**src/rtl/hazard_stall_ctrl_if.sv**
```systemverilog
// Bundles the hazard controller's pipeline, dmem and status signals.
// The slave modport is the controller side and the master modport is the pipeline side.
interface hazard_stall_ctrl_if;
  logic [4:0]  IFID_RegRs;
  logic [4:0]  IFID_RegRt;
  logic        IDEX_MemRead;
  logic [4:0]  IDEX_RegRt;
  logic        EXMEM_MemRead;
  logic        EXMEM_MemWrite;
  logic        dmem_ready;
  logic        branch_taken;
  logic        PCWrite;
  logic        IFIDWrite;
  logic        IDEXWrite;
  logic        EXMEMWrite;
  logic        MEMWBWrite;
  logic        IFID_flush;
  logic        IDEX_flush;
  logic        dmem_req;
  logic        mem_timeout;
  logic [31:0] stall_cycles;

  modport slave (
    input  IFID_RegRs, IFID_RegRt, IDEX_MemRead, IDEX_RegRt,
           EXMEM_MemRead, EXMEM_MemWrite, dmem_ready, branch_taken,
    output PCWrite, IFIDWrite, IDEXWrite, EXMEMWrite, MEMWBWrite,
           IFID_flush, IDEX_flush, dmem_req, mem_timeout, stall_cycles
  );

  modport master (
    output IFID_RegRs, IFID_RegRt, IDEX_MemRead, IDEX_RegRt,
           EXMEM_MemRead, EXMEM_MemWrite, dmem_ready, branch_taken,
    input  PCWrite, IFIDWrite, IDEXWrite, EXMEMWrite, MEMWBWrite,
           IFID_flush, IDEX_flush, dmem_req, mem_timeout, stall_cycles
  );
endinterface

```
**src/rtl/hazard_stall_ctrl.sv**
```systemverilog
// Pipeline hazard controller: dmem wait-state stalls with timeout, taken-branch flushes
// and load-use interlock. Stall cycles are counted, and the count saturates.
module hazard_stall_ctrl #(
  parameter int unsigned MEM_TIMEOUT = 16
) (
  input  logic              clock,
  input  logic              rst,
  hazard_stall_ctrl_if.slave hz
);

  typedef enum logic [1:0] {
    RUN,
    MEM_WAIT,
    ERR
  } state_e;

  localparam logic [7:0] WaitLimit = 8'(MEM_TIMEOUT - 1);

  state_e      state_q;
  logic [7:0]  waitCnt_q;
  logic        memTimeout_q;
  logic [31:0] stallCycles_q;

  logic memAcc;
  logic memStall;
  logic loadUse;

  assign memAcc   = hz.EXMEM_MemRead | hz.EXMEM_MemWrite;
  assign memStall = ((state_q == RUN) & memAcc & ~hz.dmem_ready) |
                    ((state_q == MEM_WAIT) & ~hz.dmem_ready);
  assign loadUse  = hz.IDEX_MemRead & (hz.IDEX_RegRt != 5'd0) &
                    ((hz.IDEX_RegRt == hz.IFID_RegRs) | (hz.IDEX_RegRt == hz.IFID_RegRt));

  // Priority: reset > error > memory stall > branch > load-use > normal.
  always_comb begin
    hz.PCWrite    = 1'b1;
    hz.IFIDWrite  = 1'b1;
    hz.IDEXWrite  = 1'b1;
    hz.EXMEMWrite = 1'b1;
    hz.MEMWBWrite = 1'b1;
    hz.IFID_flush = 1'b0;
    hz.IDEX_flush = 1'b0;
    hz.dmem_req   = memAcc;
    if (rst || state_q == ERR) begin
      hz.PCWrite    = 1'b0;
      hz.IFIDWrite  = 1'b0;
      hz.IDEXWrite  = 1'b0;
      hz.EXMEMWrite = 1'b0;
      hz.MEMWBWrite = 1'b0;
      hz.dmem_req   = 1'b0;
    end else if (memStall) begin
      hz.PCWrite    = 1'b0;
      hz.IFIDWrite  = 1'b0;
      hz.IDEXWrite  = 1'b0;
      hz.EXMEMWrite = 1'b0;
      hz.MEMWBWrite = 1'b0;
    end else if (hz.branch_taken) begin
      hz.IFID_flush = 1'b1;
      hz.IDEX_flush = 1'b1;
    end else if (loadUse) begin
      hz.PCWrite    = 1'b0;
      hz.IFIDWrite  = 1'b0;
      hz.IDEX_flush = 1'b1;
    end
  end

  assign hz.mem_timeout  = memTimeout_q;
  assign hz.stall_cycles = stallCycles_q;

  // The wait counter reaching its limit while dmem is still busy locks the FSM in ERR until reset.
  always_ff @(posedge clock) begin
    if (rst) begin
      state_q       <= RUN;
      waitCnt_q     <= 8'd0;
      memTimeout_q  <= 1'b0;
      stallCycles_q <= 32'd0;
    end else begin
      if (!hz.PCWrite && stallCycles_q != 32'hFFFF_FFFF)
        stallCycles_q <= stallCycles_q + 32'd1;
      unique case (state_q)
        RUN: begin
          if (memStall) begin
            state_q   <= MEM_WAIT;
            waitCnt_q <= 8'd1;
          end
        end
        MEM_WAIT: begin
          if (hz.dmem_ready) begin
            state_q   <= RUN;
            waitCnt_q <= 8'd0;
          end else begin
            waitCnt_q <= waitCnt_q + 8'd1;
            if (waitCnt_q == WaitLimit) begin
              state_q      <= ERR;
              memTimeout_q <= 1'b1;
            end
          end
        end
        ERR: begin
          state_q <= ERR;
        end
        default: begin
          state_q <= RUN;
        end
      endcase
    end
  end

endmodule
```
**src/flat_wrapper.sv**
```systemverilog
// flat-port wrapper written by rule: the top's interface ports become plain ports
module hazard_stall_ctrl_flat 
#(
  parameter int unsigned MEM_TIMEOUT = 16
)
  (clock, rst, hz_IFID_RegRs, hz_IFID_RegRt, hz_IDEX_MemRead, hz_IDEX_RegRt, hz_EXMEM_MemRead, hz_EXMEM_MemWrite, hz_dmem_ready, hz_branch_taken, hz_PCWrite, hz_IFIDWrite, hz_IDEXWrite, hz_EXMEMWrite, hz_MEMWBWrite, hz_IFID_flush, hz_IDEX_flush, hz_dmem_req, hz_mem_timeout, hz_stall_cycles);
  hazard_stall_ctrl_if hz_i ();
  input  logic clock;
  input  logic rst;
  input wire logic [$bits(hz_i.IFID_RegRs)-1:0] hz_IFID_RegRs;
  input wire logic [$bits(hz_i.IFID_RegRt)-1:0] hz_IFID_RegRt;
  input wire logic [$bits(hz_i.IDEX_MemRead)-1:0] hz_IDEX_MemRead;
  input wire logic [$bits(hz_i.IDEX_RegRt)-1:0] hz_IDEX_RegRt;
  input wire logic [$bits(hz_i.EXMEM_MemRead)-1:0] hz_EXMEM_MemRead;
  input wire logic [$bits(hz_i.EXMEM_MemWrite)-1:0] hz_EXMEM_MemWrite;
  input wire logic [$bits(hz_i.dmem_ready)-1:0] hz_dmem_ready;
  input wire logic [$bits(hz_i.branch_taken)-1:0] hz_branch_taken;
  output wire logic [$bits(hz_i.PCWrite)-1:0] hz_PCWrite;
  output wire logic [$bits(hz_i.IFIDWrite)-1:0] hz_IFIDWrite;
  output wire logic [$bits(hz_i.IDEXWrite)-1:0] hz_IDEXWrite;
  output wire logic [$bits(hz_i.EXMEMWrite)-1:0] hz_EXMEMWrite;
  output wire logic [$bits(hz_i.MEMWBWrite)-1:0] hz_MEMWBWrite;
  output wire logic [$bits(hz_i.IFID_flush)-1:0] hz_IFID_flush;
  output wire logic [$bits(hz_i.IDEX_flush)-1:0] hz_IDEX_flush;
  output wire logic [$bits(hz_i.dmem_req)-1:0] hz_dmem_req;
  output wire logic [$bits(hz_i.mem_timeout)-1:0] hz_mem_timeout;
  output wire logic [$bits(hz_i.stall_cycles)-1:0] hz_stall_cycles;
  assign hz_i.IFID_RegRs = hz_IFID_RegRs;
  assign hz_i.IFID_RegRt = hz_IFID_RegRt;
  assign hz_i.IDEX_MemRead = hz_IDEX_MemRead;
  assign hz_i.IDEX_RegRt = hz_IDEX_RegRt;
  assign hz_i.EXMEM_MemRead = hz_EXMEM_MemRead;
  assign hz_i.EXMEM_MemWrite = hz_EXMEM_MemWrite;
  assign hz_i.dmem_ready = hz_dmem_ready;
  assign hz_i.branch_taken = hz_branch_taken;
  assign hz_PCWrite = hz_i.PCWrite;
  assign hz_IFIDWrite = hz_i.IFIDWrite;
  assign hz_IDEXWrite = hz_i.IDEXWrite;
  assign hz_EXMEMWrite = hz_i.EXMEMWrite;
  assign hz_MEMWBWrite = hz_i.MEMWBWrite;
  assign hz_IFID_flush = hz_i.IFID_flush;
  assign hz_IDEX_flush = hz_i.IDEX_flush;
  assign hz_dmem_req = hz_i.dmem_req;
  assign hz_mem_timeout = hz_i.mem_timeout;
  assign hz_stall_cycles = hz_i.stall_cycles;
  hazard_stall_ctrl #(.MEM_TIMEOUT(MEM_TIMEOUT)) u_core (.clock(clock), .rst(rst), .hz(hz_i));
endmodule
```
**config.mk**
```make
export PLATFORM = sky130hd
export DESIGN_NAME = hazard_stall_ctrl_flat
export DESIGN_NICKNAME = d
export VERILOG_FILES = /design/src/rtl/hazard_stall_ctrl_if.sv /design/src/rtl/hazard_stall_ctrl.sv /design/src/flat_wrapper.sv
export SDC_FILE = /design/constraint.sdc
export NUM_CORES = 1
export LEC_CHECK = 0
export ABC_CLOCK_PERIOD_IN_PS = 3900
export BUFFER_PORTS_ARGS = -buffer_cell sky130_fd_sc_hd__buf_2
export CORE_UTILIZATION = 44
export CTS_CLUSTER_SIZE = 24
export DETAILED_ROUTE_END_ITERATION = 8
export MAX_ROUTING_LAYER = met4
export PLACE_DENSITY = 0.68
export SLEW_MARGIN = 20
export SYNTH_ARGS = -nofsm -noshare
export SYNTH_HDL_FRONTEND = slang
export SYNTH_SLANG_ARGS = --single-unit
```
**constraint.sdc**
```tcl
create_clock -name clock -period 3.9 [get_ports clock]
set_input_delay 0.195 -clock clock [delete_from_list [all_inputs] [get_ports clock]]
set_output_delay 0.195 -clock clock [all_outputs]
set_load 0.01 [all_outputs]
```
Word-level counts from Yosys, hierarchy flattened --
Cells that the tools add are included.
Storage, ports and cells: register bits after elaboration 43, bits of input ports 22
Cells by class: add/subtract/negate cells 2, equality and inequality tests 8, multiplexer cells 21, bitwise logic cells 9, reduce and logical (&&, ||, !) cells 9
Operators with widths (number):
- 32-bit by 1-bit adder with 32-bit output, second input constant | 1
- 32-bit inequality test, second input constant | 1
- 8-bit two-way mux | 2
- 8-bit case mux with 2 select lines | 1
- 1-bit two-way mux | 14
- 5-bit == test | 2
- 8-bit by 1-bit adder with 8-bit output, second input constant | 1
- 8-bit by 4-bit == test with 1-bit output, second input constant | 1
- 2-bit two-way mux | 3
- 2-bit case mux with 3 select lines | 1
- 1-bit bitwise AND | 5
- 5-bit nonzero test | 1
- 2-bit AND reduction | 2
- 3-bit inequality test, second input constant | 1
- 1-bit bitwise OR | 3
- 3-bit AND reduction | 1
- 2-bit by 1-bit == test with 1-bit output, second input constant | 1
- 2-bit == test, second input constant | 1
- 2-bit zero test | 1
- 2-bit by 1-bit inequality test with 1-bit output, second input constant | 1
- 2-bit nonzero test | 1
- 1-bit logical AND | 1
- 1-bit zero test | 1
- 1-bit logical OR | 1
- 1-bit NOT | 1

Longest topological paths before layout --
depth after elaboration 9, gate-level depth with buffers 9, depth with buffers taken out 7

Worst setup path before layout --
No wires, ideal clock.
path kind register to register, from reg u_core.stallCycles_q[12] (netlist: u_core.hz.stall_cycles[12]), to reg u_core.stallCycles_q[2] (netlist: u_core.hz.stall_cycles[2]), data arrival time 1.957 ns, required time 3.779 ns, setup slack 1.822 ns, stages on the path, launching flop included 7, buffers on the path 0, clock period less this slack 2.078 ns, cell sequence dfxtp_1 nand4_1 nor4_4 nand4_2 or2_2 nand3_1 mux2_2
On the way: word-level cells in the longest chain between the ends 2
RTL lines:
- from (decl) | RTL line hazard_stall_ctrl.sv:22 | logic [31:0] stallCycles_q;
- from (signal assigned) | RTL line hazard_stall_ctrl.sv:79 | stallCycles_q <= stallCycles_q + 32'd1;
- 32-bit inequality test | RTL line hazard_stall_ctrl.sv:78 | if (!hz.PCWrite && stallCycles_q != 32'hFFFF_FFFF)
- 1-bit logical AND | RTL line hazard_stall_ctrl.sv:78
No other way between the ends. A chain may end at the register's enable or synchronous reset.

Worst setup path after layout --
from reg u_core.stallCycles_q[13] (netlist: u_core.hz.stall_cycles[13]), to reg u_core.stallCycles_q[5] (netlist: u_core.hz.stall_cycles[5])
The elaborated chain is that of the path after synthesis.

==> metrics <==
multi-input combinational cell area between 1000 and 1500 µm²; Std-Cell Rows 26; Pwr Density 292 nW/µm²; CTS tree yes; R2R cell count 6; Layout area overhead 15.3%; gr ovfl total 0; setup_tns 0 ns; clock slew at reported path FFs 0.08 ns; Synth Flop Type dfxtp_1; FF+latch area roughly 860 µm²; crit path time final 2.51 ns; Via Count approximately 2400; top area cells in the synthesized netlist dfxtp_1, o31ai_1, or4_1, a21oi_1, xor2_1; H-tree depth 2; fin crit share 64.3%; Setup crit start kind flip-flop; antenna-violating nets left 0; first-pass GRT wire length 9470 µm; max cap viols 0; Slew Viols, Final 0; RSZ-0062 raised after global routing false; total track usage around 20%; worst-skew pair later-pin latency about 0.30 ns; number of fill cells in the layout 511; vias in the first global route 2108; synth unique cells between 40 and 50; dpl hpwl roughly 3800 µm; share of the synthesized area in the top cell type 35.4%; drt pass-1 iters 4; Yosys reg bits 43; Post-Syn Nets 318; final setup skew 0.0108 ns; yosys warns 0; relative slew slack a little over half; leak pwr approximately 1.1 nW; Die W roughly 76 µm; I/O Pins between 60 and 70; total clock buffers created by CTS 5; post-CTS setup repair buffer count 0; number of enable flip-flop cells after synthesis 0; die area 5840 µm²; Hold Crit Class primary input to flip-flop; post-synth top area cell dfxtp_1; crit-path max FO 37; critical path type flip-flop to flip-flop; final hold vios 0; Root Buffer clkbuf_8; Critical Path AT around 2.7 ns; final setup fails 0; worst hold start hz_branch_taken; post-CTS sizing 0; initial antenna violation count 0; worst setup margin ~1.4 ns; DRC viols 0; Initial Util 46.8%; Vias/cell 5.84; Reg2Reg Launch Point u_core.hz.stall_cycles[13]$_SDFFE_PP0P_; Synth Instances between 200 and 300; # port buffers 62; clock tree buffer depth 2; R2R Path End u_core.hz.stall_cycles[5]$_SDFFE_PP0P_; initial DRC count 101; worst setup slack after placement about 1.4 ns; worst slew pin tran 0.717 ns; layout cell share with drive strength beyond 1 ~25%; largest net degree at the start of global routing 59; RD Place Congestion 0.805; register area share after synthesis 35.4%; core area 5200 µm²; Synth async-reset ratio 0%; Setup crit end kind flip-flop; hold endpoint u_core.hz.stall_cycles[1]$_SDFFE_PP0P_; f_max 399 MHz; Peak supply drop roughly 0.13 mV; fin nets 368; Data required, critical path 4.10 ns; DIE HEIGHT 76.4 µm; Util after Layout between 50% and 60%; CTS Sinks 43; Mapped Avg Cell Area 8.28 µm²; hold path depth 4; per-cell routed wire length 13.4 µm; # diodes 0; WL final 5550 µm; # hold bufs at CTS 0; outcome finished clean; Synth Cell Area between 2000 and 2500 µm²; reg-to-reg setup timing slack 1.39 ns
## cells by family after synthesis
kind of cell	Yosys count	share of synthesized area (%)
simple gates	132	31.9
compound gates	82	21.7
flops	43	35.4
buf+inv	23	5.50
xor+xnor	10	3.60
mux	2	0.925
fa+ha+maj	2	1.03
## synthesized netlist by cell type, drive strengths merged, types with 10 or more instances
library cell,number
a21oi,35
and3,10
buf,11
dfxtp,43
nand2,22
nand3,11
nand4,13
nor2,24
o31ai,25
or4,24
xor2,10
## worst max-delay path, cell delays in order, from the launching register on
cell and delay [ns]:
dfxtp_1 0.42, nand4_1 0.26, nor4_4 0.47, nand4_2 0.23
nor2_4 0.60, nor4_1 0.12, mux2_2 0.29
## where the power goes
part           internal [W]  switching (W)  total [W]
registers          0.000443     0.00000615   0.000449
logic             0.0000307      0.0000506  0.0000813
clock network      0.000139       0.000150   0.000289
## cell usage in the layout, fill, tap and decap left out, types with 3 or more instances in the layout
master / netlist / layout
nor2b_1: 4 / 4
and4_1: 4 / 4
dfxtp_1: 43 / 43
nor3_2: 3 / 3
or3_1: 4 / 4
nand4_1: 12 / 12
nand2_1: 22 / 22
clkbuf_8: 0 / 6
nor2_1: 23 / 23
xor2_1: 10 / 10
buf_2: 3 / 62
and2_1: 3 / 3
o31ai_1: 24 / 24
nand3_1: 11 / 11
and3_1: 10 / 10
or4_1: 24 / 24
o21ai_1: 3 / 3
a21oi_1: 35 / 35
o21ai_0: 6 / 6
a311oi_1: 3 / 3
## flip-flops by register name (all words and copies together) (netlist names)
| name | flops |
|---|---|
| u_core.hz.mem_timeout | 1 |
| u_core.hz.stall_cycles | 32 |
| u_core.state_q | 2 |
| u_core.waitCnt_q | 8 |
## cell type report
class | count | share of cell area, %
tap | 70 | 3.12
multi-input combinational | 228 | 51.3
inverter | 3 | 0.490
timing repair buffer | 63 | 11.3
clock inverter | 1 | 0.178
sequential | 43 | 30.7
clock buffer | 6 | 2.94
## per-layer routing
layer | vias to the layer above | GRT usage, % | routed length, µm
li1 | 1228 | - | -
met1 | 1127 | 26.0 | 2740
met2 | 57 | 31.3 | 2500
met3 | 7 | 3.47 | 237
met4 | 0 | 8.65 | 72
met5 | - | - | 0
## how the worst max path moves through the flow
stage,slack [ns],end,from
after global routing,1.21,u_core.hz.stall_cycles[5]$_SDFFE_PP0P_,u_core.hz.stall_cycles[13]$_SDFFE_PP0P_
after global placement,1.56,u_core.hz.stall_cycles[5]$_SDFFE_PP0P_,u_core.hz.stall_cycles[12]$_SDFFE_PP0P_
after CTS,1.40,u_core.hz.stall_cycles[5]$_SDFFE_PP0P_,u_core.hz.stall_cycles[12]$_SDFFE_PP0P_
after floorplan,1.82,u_core.hz.stall_cycles[2]$_SDFFE_PP0P_,u_core.hz.stall_cycles[12]$_SDFFE_PP0P_
after detailed placement,1.41,u_core.hz.stall_cycles[5]$_SDFFE_PP0P_,u_core.hz.stall_cycles[12]$_SDFFE_PP0P_
final,1.39,u_core.hz.stall_cycles[5]$_SDFFE_PP0P_,u_core.hz.stall_cycles[13]$_SDFFE_PP0P_
## stage by stage
step / hold slack (ns) / instance area (µm²) / total power (W) / instances
floorplan: 0.448 / 2430 / 0.000519 / 294
global placement: 0.446 / 2720 / 0.000540 / 407
detailed placement: 0.454 / 2720 / 0.000541 / 407
CTS: 0.327 / 2810 / 0.000830 / 414
global route: 0.356 / 2810 / 0.000858 / 414
finish: 0.336 / 2810 / 0.000819 / 414
No activity file was read; power rests on OpenSTA's default activity.
